File: src/rtl/mips_debug_run_ctrl.sv
// Run-control unit for the MIPS debug path: free run, N-cycle step,
// pause, PC breakpoints, end-of-program detection and cycle counting.
module mips_debug_run_ctrl #(
  parameter int PC_WIDTH  = 32,
  parameter int CNT_WIDTH = 16,
  parameter int NUM_BP    = 4,
  parameter int CYC_WIDTH = 32,
  localparam int IDX_W    = (NUM_BP > 1) ? $clog2(NUM_BP) : 1
) (
  input  logic                 clk,
  input  logic                 rst,
  input  logic                 i_cmd_valid,
  input  logic [2:0]           i_cmd,
  input  logic [CNT_WIDTH-1:0] i_step_count,
  input  logic                 i_bp_wr,
  input  logic [IDX_W-1:0]     i_bp_idx,
  input  logic [PC_WIDTH-1:0]  i_bp_addr,
  input  logic                 i_bp_en,
  input  logic [PC_WIDTH-1:0]  i_pc,
  input  logic                 i_halt,
  output logic                 o_cpu_en,
  output logic [1:0]           o_state,
  output logic                 o_done,
  output logic                 o_cmd_ack,
  output logic                 o_cmd_err,
  output logic                 o_bp_hit,
  output logic [CYC_WIDTH-1:0] o_cycles
);

  localparam logic [1:0] S_HALT = 2'd0;
  localparam logic [1:0] S_RUN  = 2'd1;
  localparam logic [1:0] S_STEP = 2'd2;
  localparam logic [1:0] S_END  = 2'd3;

  logic [1:0]           r_state;
  logic [CNT_WIDTH-1:0] r_cnt;
  logic                 r_skip;
  logic                 r_ack;
  logic                 r_err;
  logic                 r_bp_hit;
  logic [CYC_WIDTH-1:0] r_cycles;
  logic [PC_WIDTH-1:0]  r_bp_addr [NUM_BP];
  logic [NUM_BP-1:0]    r_bp_en;

  logic [1:0]           w_nxt_state;
  logic [CNT_WIDTH-1:0] w_nxt_cnt;
  logic                 w_nxt_skip;
  logic                 w_ack;
  logic                 w_err;
  logic                 w_bp_stop;
  logic                 w_clr;
  logic                 w_match;
  logic                 w_bp_hit;
  logic                 w_cpu_en;

  logic w_run, w_step, w_pause, w_clear, w_ill;

  assign w_run   = i_cmd_valid && (i_cmd == 3'd1);
  assign w_step  = i_cmd_valid && (i_cmd == 3'd2);
  assign w_pause = i_cmd_valid && (i_cmd == 3'd3);
  assign w_clear = i_cmd_valid && (i_cmd == 3'd4);
  assign w_ill   = i_cmd_valid && (i_cmd > 3'd4);

  always_comb begin
    w_match = 1'b0;
    for (int b = 0; b < NUM_BP; b++) begin
      if (r_bp_en[b] && (r_bp_addr[b] == i_pc)) w_match = 1'b1;
    end
  end

  // The skip flag lets a resume fetch the instruction it stopped on.
  assign w_bp_hit = w_match && !r_skip;

  always_ff @(posedge clk or posedge rst) begin
    if (rst) begin
      r_state  <= S_HALT;
      r_cnt    <= '0;
      r_skip   <= 1'b0;
      r_ack    <= 1'b0;
      r_err    <= 1'b0;
      r_bp_hit <= 1'b0;
      r_cycles <= '0;
      r_bp_en  <= '0;
      for (int b = 0; b < NUM_BP; b++) r_bp_addr[b] <= '0;
    end else begin
      r_state  <= w_nxt_state;
      r_cnt    <= w_nxt_cnt;
      r_skip   <= w_nxt_skip;
      r_ack    <= w_ack;
      r_err    <= w_err;
      r_bp_hit <= w_bp_stop;
      if (w_clr) r_cycles <= '0;
      else if (w_cpu_en && (r_cycles != '1))
        r_cycles <= r_cycles + CYC_WIDTH'(1);
      for (int b = 0; b < NUM_BP; b++) begin
        if (i_bp_wr && (i_bp_idx == IDX_W'(b))) begin
          r_bp_addr[b] <= i_bp_addr;
          r_bp_en[b]   <= i_bp_en;
        end
      end
    end
  end

  always_comb begin
    w_nxt_state = r_state;
    w_nxt_cnt   = r_cnt;
    w_nxt_skip  = r_skip;
    w_ack       = 1'b0;
    w_err       = 1'b0;
    w_bp_stop   = 1'b0;
    w_clr       = 1'b0;
    unique case (r_state)
      S_HALT: begin
        if (w_run) begin
          w_nxt_state = S_RUN;
          w_nxt_skip  = 1'b1;
          w_ack       = 1'b1;
        end else if (w_step) begin
          w_nxt_state = S_STEP;
          w_nxt_cnt   = (i_step_count == '0) ? CNT_WIDTH'(1)
                                             : i_step_count;
          w_ack       = 1'b1;
        end else if (w_clear) begin
          w_clr = 1'b1;
          w_ack = 1'b1;
        end else if (w_pause || w_ill) begin
          w_err = 1'b1;
        end
      end
      S_RUN, S_STEP: begin
        if (r_state == S_RUN) w_nxt_skip = 1'b0;
        if (r_state == S_STEP && r_cnt != '0)
          w_nxt_cnt = r_cnt - CNT_WIDTH'(1);
        if (w_pause) w_ack = 1'b1;
        else if (w_run || w_step || w_clear || w_ill) w_err = 1'b1;
        if (i_halt) begin
          w_nxt_state = S_END;
        end else if (w_pause) begin
          w_nxt_state = S_HALT;
        end else if (r_state == S_RUN && w_bp_hit) begin
          w_nxt_state = S_HALT;
          w_bp_stop   = 1'b1;
        end else if (r_state == S_STEP && r_cnt <= CNT_WIDTH'(1)) begin
          w_nxt_state = S_HALT;
        end
      end
      default: begin
        if (w_clear) begin
          w_nxt_state = S_HALT;
          w_clr       = 1'b1;
          w_ack       = 1'b1;
        end else if (w_run || w_step || w_pause || w_ill) begin
          w_err = 1'b1;
        end
      end
    endcase
  end

  always_comb begin
    w_cpu_en  = (r_state == S_STEP) ||
                ((r_state == S_RUN) && !w_bp_hit);
    o_cpu_en  = w_cpu_en;
    o_state   = r_state;
    o_done    = (r_state == S_END);
    o_cmd_ack = r_ack;
    o_cmd_err = r_err;
    o_bp_hit  = r_bp_hit;
    o_cycles  = r_cycles;
  end

endmodule

File: config.mk
export PLATFORM = sky130hd
export DESIGN_NAME = mips_debug_run_ctrl
export DESIGN_NICKNAME = d
export VERILOG_FILES = /design/src/rtl/mips_debug_run_ctrl.sv
export SDC_FILE = /design/constraint.sdc
export NUM_CORES = 1
export LEC_CHECK = 0
export BUFFER_PORTS_ARGS = -buffer_cell sky130_fd_sc_hd__buf_2
export CORE_ASPECT_RATIO = 1.75
export CORE_MARGIN = 5
export CORE_UTILIZATION = 35
export DETAILED_ROUTE_END_ITERATION = 16
export GPL_TIMING_DRIVEN = 0
export PLACE_DENSITY = 0.53
export SYNTH_ARGS = -nofsm -noshare
export SYNTH_HDL_FRONTEND = slang
export SYNTH_SLANG_ARGS = --single-unit
export TNS_END_PERCENT = 10
File: constraint.sdc
create_clock -name clk -period 9.7 [get_ports clk]
set_input_delay 1.94 -clock clk [delete_from_list [all_inputs] [get_ports clk]]
set_output_delay 1.94 -clock clk [all_outputs]
set_load 0.05 [all_outputs]
-- Yosys cells after proc, flatten, opt, wreduce, memory -nomap -nowiden
Index checks and enable logic that the tools add are counted.
- bits in registers: 186
- logic and storage cells: 123
- bits of input ports: 91
- output and inout port bits: 39
- order comparisons: 2
- multiplexer cells: 43
- add/subtract/negate cells: 2
- equality and inequality tests: 22
- reductions and logical operators: 39
- operator list (operator ; count):
    == test 32 bit ; 4
    2-to-1 mux 16 bit ; 4
    2-to-1 mux 32 bit ; 2
    adder 32 x 1 -> 32 bit (second input constant) ; 1
    != test 32 bit (second input constant) ; 1
    case mux 16 bit (2 select lines) ; 1
    2-to-1 mux 1 bit ; 24
    logical AND 1 bit ; 19
    less-or-equal comparator 16 x 1 -> 1 bit (second input constant) ; 1
    logical NOT 16 bit ; 1
    nonzero test 16 bit ; 1
    subtractor 16 x 1 -> 16 bit (second input constant) ; 1
    2-to-1 mux 2 bit ; 7
    != test 2 bit (second input constant) ; 5
    == test 2 bit (second input constant) ; 4
    case mux 1 bit (2 select lines) ; 4
    logical OR 1 bit ; 7
    == test 3 x 2 -> 1 bit (second input constant) ; 2
    AND reduction 3 bit ; 2
    != test 5 bit (second input constant) ; 1
    == test 2 x 1 -> 1 bit (second input constant) ; 2
    logical NOT 2 bit ; 2
    case mux 2 bit (2 select lines) ; 1
    AND reduction 4 bit ; 1
    other kinds (8) ; 10

-- Longest topological paths before layout
Gate-level depths: netlist of run 1.
- word-level depth: 13
- depth in mapped cells: 11
- gate-level depth less buffers: 9

-- Least setup slack after synthesis of run 1
OpenSTA, ideal clock, no wires.
- path type: input to output
- from: input i_pc[24]
- to: output o_cpu_en
- slack: 3.684 ns
- data arrival time: 4.076 ns
- stages on the path: 8
- required time: 7.760 ns
- buffers on the path: 1
- cell sequence: xor2_1 -> or4_1 -> or4_1 -> nor3_2 -> o41ai_2 -> a21oi_4 -> buf_2 -> inv_1
- cells in the longest elaborated chain, start to end: 10
- elaborated cells between the ends (all ways): 16
- those cells by class: 4 x eq/ne; 4 x mux; 8 x reduce/logical
- RTL lines (element ; RTL line ; source):
    start, declared ; 19 ; input logic [PC_WIDTH-1:0] i_pc,
    == test 32 bit ; 67 ; if (r_bp_en[b] && (r_bp_addr[b] == i_pc)) w_match = 1'b1;
    logical AND 1 bit ; 67 ;
    2-to-1 mux 1 bit (3 in series) ; 67 ;
    2-to-1 mux 1 bit * ; 67 ;
    logical AND 1 bit * ; 72 ; assign w_bp_hit = w_match && !r_skip;
    logical NOT 1 bit * ; 161 ; ((r_state == S_RUN) && !w_bp_hit);
    logical AND 1 bit * ; 161 ;
    logical OR 1 bit * ; 160 ; w_cpu_en = (r_state == S_STEP) ||
    end, declared ; 21 ; output logic o_cpu_en,
Every way passes the cells marked *; elsewhere a longest branch is shown, timed or not.

-- Worst setup path after layout of run 1
- from: input i_pc[5]
- to: output o_cpu_en
The elaborated chain is that of the path after synthesis.

==> qor.txt, run 1 <==
mean post-synth cell area: 11.1 um^2
RSZ-0062 raised after global routing: no
Residual DRC: 0
initial DRC count: 358
CORE AREA: 28000 um^2
fin crit period: 6660 ps
RePlAce Congestion: 0.905
hold depth: 1
crit path DAT: 4720 ps
hold_sp: r_cnt[3]
largest cells by area after synthesis: dfrtp_1 47%, mux2_2 15%, xor2_1 8.2%
Total Nets Final: 1139
setup slack after layout: 3040 ps
DRT Pass-1 Iters: 7
worst hold path endpoint: r_cnt[3]
final hold slack: 523 ps
met3 WL post-DR: 1.24 mm
Critical Path Start Type: input pin
Routed Antenna Nets: 0
Synth Area in Adders: 0.884%
crit end category: output pin
Total Routed Length: 31.8 mm
Ys Warns: 0
CTS tree: done
XOR/XNOR share of the synthesized area: 12.7%
Seq cells post-synth: 186
initial antenna violation count: 6
R2R depth: 9
Final Max Tran Viols: 0
DIE WIDTH: 137 um
P&R area growth vs syn: 17.5%
Seq/Total Area, Yosys: 47.0%
final setup fails: 0
CTS sink cnt: 186
layout cell share with drive strength beyond 1: 30.3%
FMAX: 150 MHz
Final Power: 2.79 mW
Clock Path Buffers: 2
largest net degree at the start of global routing: 119
die height: 233 um
r2r setup slk: 6440 ps
H-Tree Depth: 4
GRT Total Usage: 20.7%
slew at the pin closest to its max-slew limit: 1310 ps
GR Overflow Total: 0
synthesized net count: 994
IO Port Bufs: 125
Post-synth EDFFs: 0
die area: 31900 um^2
period utilisation layout: 68.6%
pre-CTS WS: 2990 ps
cell with the most instances on the worst path: buf_2
worst slew margin relative to its limit: 12.3%
root buf cell: clkbuf_16
met2 routed WL: 17.8 mm
post-synthesis mux area share: 15.4%
largest family of logic cells by synthesized area: multiplexers
hold_buf cts: 0
first-pass GRT wire length: 48.4 mm
Data required, critical path: 7760 ps
CTS Buf Count: 17
kind of critical path: input pin to output pin
via count: 7594
Synth top area share: 47.0%
leakage: 4.96 nW
Fin. Hold Viols: 0
Crit-path slowest cell: or4_1
vias in the first global route: 8094
most frequent cells in the layout: 186 x dfrtp_1, 134 x mux2_2, 127 x buf_2
synthesized area: 9910 um^2
Gates resized, CTS repair: 0
CP startpoint: i_pc[5]
post-synthesis cell type count: 61
Post-CTS Setup Bufs: 0
top routing layer used: met5
Pwr Density: 239 nW/um^2
Row Count: 81
hpwl dp: 25.0 mm
post-synthesis compound-gate area fraction: 7.17%
Most used DFF post-synth: dfrtp_1
hold crit path type: flop to flop
VDD IR-drop max: 0.000183 V
ys async rst share: 100%
Initial Util: 35.4%
IO Count: 130
Avg Vias per Cell: 5.31
max incr delay on CP: 550 ps
worst path cell trace: buf_2 -> xnor2_1 -> nand4_1 -> or4_1 -> nor4_1 -> o41ai_2 -> a21oi_4 -> buf_2 -> inv_1 -> buf_2
M1 WL: 11.1 mm
Clock transition at path regs: 70 ps
Max-Cap Viols: 0
status: complete, no violations
final clock skew: 9.26 ps
Cells after Synth: 896
RR Endpoint: o_cycles[22]
commonest non-fill, non-tap cell in the layout: dfrtp_1
clk_lat worst skew: 450 ps
dominant cell type by area after synthesis: dfrtp_1
DR WL/cell: 22.2 um
reg2reg start: r_bp_addr[81]
simple-gate share of the synthesized area: 14.6%
crit path max fanout: 10
-- cell usage after synthesis, types with 9 or more instances --
master / number
nor4_1: 48
nand4_1: 25
inv_1: 23
a21oi_1: 36
dfrtp_1: 186
xor2_1: 93
o21ai_0: 20
clkbuf_1: 28
nand2_1: 34
a31o_2: 9
nand3_1: 19
xnor2_1: 51
nor3_1: 21
nor2_1: 56
mux2_2: 134
-- worst max-delay path: cells and delay by family --
family / cells / cell delay, ps
buffers and inverters: 4 / 710
XOR/XNOR: 1 / 350
AND/OR/NAND/NOR: 3 / 1120
AO/OA/AOI/OAI: 2 / 580
-- routing by layer --
metal  up-vias  track usage [%]
li1       3549                -
met4         4             10.6
met5         -                0
met1      3810             20.8
met2       179             39.3
met3        52             3.92
-- cell type report --
cell class,count,area [um^2]
antenna,4,10.0
buffer,32,134
clock buffer,21,480
clock inverter,10,114
fill,2756,16300
inverter,23,93.8
multi-input combinational,655,5030
sequential,186,4650
tap,373,467
timing repair buffer,126,653
-- how the worst max path moves through the flow --
stage               endpoint  slack (ps)
6_report            o_cpu_en        3040
5_1_grt             o_cpu_en        2840
4_1_cts             o_cpu_en        2980
3_5_place_dp        o_cpu_en        2990
3_3_place_gp   r_bp_addr[86]         -20
2_1_floorplan       o_bp_hit        2700
-- power breakdown --
group / internal (mW) / switching, mW
clock network: 0.406 / 0.313
registers: 0.944 / 0.133
logic: 0.352 / 0.638
total: 1.70 / 1.08
-- state kept, by name (all words and copies together), names as in the netlist --
register / cells
o_bp_hit: 1
o_cmd_ack: 1
o_cmd_err: 1
o_cycles: 32
o_state: 2
r_bp_addr: 128
r_bp_en: 4
r_cnt: 16
r_skip: 1
-- kinds of logic (layout without fill, tap and decap cells) --
| kind of cell | after synthesis | after routing |
|---|---|---|
| flip-flops | 186 | 186 |
| multiplexers | 136 | 136 |
| XOR/XNOR | 144 | 144 |
| AO/OA/AOI/OAI | 107 | 107 |
| adder cells (fa/ha/maj) | 7 | 7 |
| buffers and inverters | 55 | 212 |
| AND/OR/NAND/NOR | 261 | 261 |
| other | 0 | 4 |
-- stage by stage --
step,TNS [ps],instances,utilization (%),instance area (um^2)
after floorplan,0,896,-,9910
after global placement,-1120,1394,39.3,11000
after detailed placement,0,1395,39.5,11000
after CTS,0,1426,41.6,11600
after global routing,0,1427,41.6,11600
final,0,1430,41.6,11600
No activity file was read; power rests on OpenSTA's default activity.
==> run 2, diff against run 1 <==
- ABC_AREA: not set -> 1
- clock period: 9.7 -> 6.3 ns (I/O delays scaled with it)
==> qor.txt, run 2 <==
status: complete, no violations
leakage: 6.49 nW (+31%)
DP Area: 11800 um^2 (+7.2%)
Fin. Hold Viols: 0 (unchanged)
Largest register FFs: 128 (unchanged)
worst path cell trace: buf_2 -> nand2_1 -> o21ai_0 -> nor2_1 -> nand2_1 -> nor2_1 -> nand3_1 -> nor2_1 -> nor2_1 -> nand2_1 -> nand2_1 -> nand2_1 -> nand2_2 -> buf_6 -> buf_2 -> buf_2
clk_lat worst skew: 460 ps (about the same)
DR WL/cell: 18.3 um (-18%)
Clock Path Buffers: 2 (unchanged)
hold depth: 2 (+1)
GRT Total Usage: 22.4% (+1.8 points)
slew at the pin closest to its max-slew limit: 793 ps (-519 ps)
layout cell share with drive strength beyond 1: 14.1% (-16 points)
kind of critical path: input pin to output pin
crit path DAT: 3470 ps (-1250 ps)
most frequent cell after synthesis: nand2_1
GR Overflow Total: 0 (unchanged)
post-synthesis cell type count: 36 (-41%)
final hold slack: 488 ps (-35.1 ps)
initial antenna violation count: 7 (+1)
mean post-synth cell area: 7.10 um^2 (-36%)
Initial Util: 35.3% (-0.091 points)
synthesized net count: 1594 (+60%)
VDD IR-drop max: 0.000398 V (+120%)
most frequent cells in the layout: 469 x nand2_1, 203 x inv_1, 186 x dfrtp_1
fin crit period: 4730 ps
Seq/Total Area, Yosys: 43.8% (-3.1 points)
Most used DFF post-synth: dfrtp_1
r2r setup slk: 3710 ps (-2730 ps)
hpwl dp: 29.6 mm (+19%)
Ys Warns: 0 (unchanged)
Pwr Density: 391 nW/um^2 (+64%)
hold crit path type: flop to flop
RePlAce Congestion: 0.959 (+5.9%)
initial DRC count: 480 (+34%)
Row Count: 84 (+3.7%)
synth cell count leaders: 469 x nand2_1, 204 x inv_1, 186 x dfrtp_1
Crit-path slowest cell: nor2_1
CP top delay family: simple AND/OR/NAND/NOR gates
die area: 34100 um^2 (+6.8%)
CTS Buf Count: 17 (unchanged)
Total Routed Length: 37.4 mm (+18%)
Cells after Synth: 1496 (+67%)
hold_buf cts: 0 (unchanged)
dominant cell type by area after synthesis: dfrtp_1
Post-synth EDFFs: 0 (unchanged)
end point of the critical path: o_cpu_en
RR Endpoint: o_cycles[19]
reg2reg start: o_cycles[0]
Avg Vias per Cell: 4.85 (-8.7%)
IO Count: 130 (unchanged)
largest net degree at the start of global routing: 41 (-66%)
root buf cell: clkbuf_16
via count: 9922 (+31%)
Synth top area share: 43.8% (-3.1 points)
largest cells by area after synthesis: dfrtp_1 44%, nand2_1 17%, o21ai_0 8.5%
FMAX: 212 MHz
Critical Path Start Type: input pin
synthesized area: 10600 um^2 (+7.2%)
max incr delay on CP: 250 ps (-300 ps)
Routed Antenna Nets: 0 (unchanged)
WP buf/inv: 4 (unchanged)
Setup TNS Final: 0 ps (unchanged)
IO Port Bufs: 125 (unchanged)
crit end category: output pin
H-Tree Depth: 4 (unchanged)
Clock transition at path regs: 70 ps (about the same)
R2R depth: 15 (+6)
final clock skew: 12.1 ps (+2.86 ps)
RSZ-0062 raised after global routing: no
P&R area growth vs syn: 17.3%
CORE AREA: 30100 um^2 (+7.5%)
final setup fails: 0 (unchanged)
period utilisation layout: 75.0%
CTS tree: done
die height: 240 um (+3.4%)
commonest non-fill, non-tap cell in the layout: nand2_1
DIE WIDTH: 142 um (+3.3%)
CP startpoint: i_pc[27]
Final Max Tran Viols: 0 (unchanged)
ys async rst share: 100% (unchanged)
Final Power: 4.88 mW (+75%)
Seq cells post-synth: 186 (unchanged)
cell with the most instances on the worst path: nand2_1
DRT Pass-1 Iters: 5 (-2)
crit path max fanout: 10 (unchanged)
largest reg by FF count: r_bp_addr
Total Nets Final: 1743 (+53%)
Data required, critical path: 5040 ps (-2720 ps)
first-pass GRT wire length: 57.3 mm (+18%)
Residual DRC: 0 (unchanged)
cell area after layout: 12500 um^2 (+7.1%)
Gates resized, CTS repair: 0 (unchanged)
worst slew margin relative to its limit: 47.1% (+35 points)
Max-Cap Viols: 0 (unchanged)
vias in the first global route: 10060 (+24%)
CTS sink cnt: 186 (unchanged)
WP depth: 16 (+6)
Post-CTS Setup Bufs: 0 (unchanged)
[run 2: cell families (layout without fill, tap and decap cells)]
logic type / Yosys count / after routing / synth area share, %
AOI/OAI and AO/OA: 219 / 219 / 10.8
xor gates and xnor gates: 40 / 40 / 3.30
adders and majority gates: 7 / 7 / 0.825
buffers and inverters: 284 / 446 / 10.7
DFF: 186 / 186 / 43.8
other: 0 / 2 / 0
and+or+nand+nor: 760 / 760 / 30.5
[run 2: tightest hold or removal path, delay by kind of cell (launching register included)]
family | cells | cell delay, ps
AO/OA/AOI/OAI | 1 | 60
flip-flops | 1 | 350
AND/OR/NAND/NOR | 1 | 50
[run 2: cell type report]
type	count	area, um^2
fill	3249	17600
clock inverter	13	190
inverter	230	867
buffer	54	277
clock buffer	19	433
timing repair buffer	130	726
sequential	186	4650
antenna	2	5.00
multi-input combinational	1026	4830
tap	387	484
[run 2: routing by layer]
layer / track usage (%) / wire [um] / vias to the layer above / share of wire (%)
met4: 11.5 / 1950 / 10 / 5.2
met1: 23.0 / 13400 / 4605 / 36
li1: - / - / 4971 / -
met2: 42.6 / 20500 / 244 / 55
met3: 4.26 / 1500 / 92 / 4.0
met5: 0 / 61 / - / 0.16
[run 2: worst min path at each step]
stage	start	end	slack, ps
finish	r_bp_addr[33]	r_bp_addr[33]	490
global placement	r_bp_addr[0]	r_bp_addr[0]	470
global route	r_bp_addr[33]	r_bp_addr[33]	520
CTS	r_bp_addr[76]	r_bp_addr[76]	490
floorplan	r_bp_addr[0]	r_bp_addr[0]	450
detailed placement	r_bp_addr[76]	r_bp_addr[76]	470
[run 2: power breakdown]
| part | switching (mW) | internal (mW) |
|---|---|---|
| clock network | 0.509 | 0.669 |
| registers | 0.281 | 1.50 |
| logic | 1.35 | 0.574 |
[run 2: per-stage QoR]
step | std cells | util (%) | setup WS [ps]
after floorplan | 1496 | - | 2450
after CTS | 2045 | 41.4 | 1560
after global placement | 2008 | 39.0 | 1150
final | 2047 | 41.5 | 1570
after detailed placement | 2013 | 39.4 | 1570
after global routing | 2045 | 41.4 | 1400
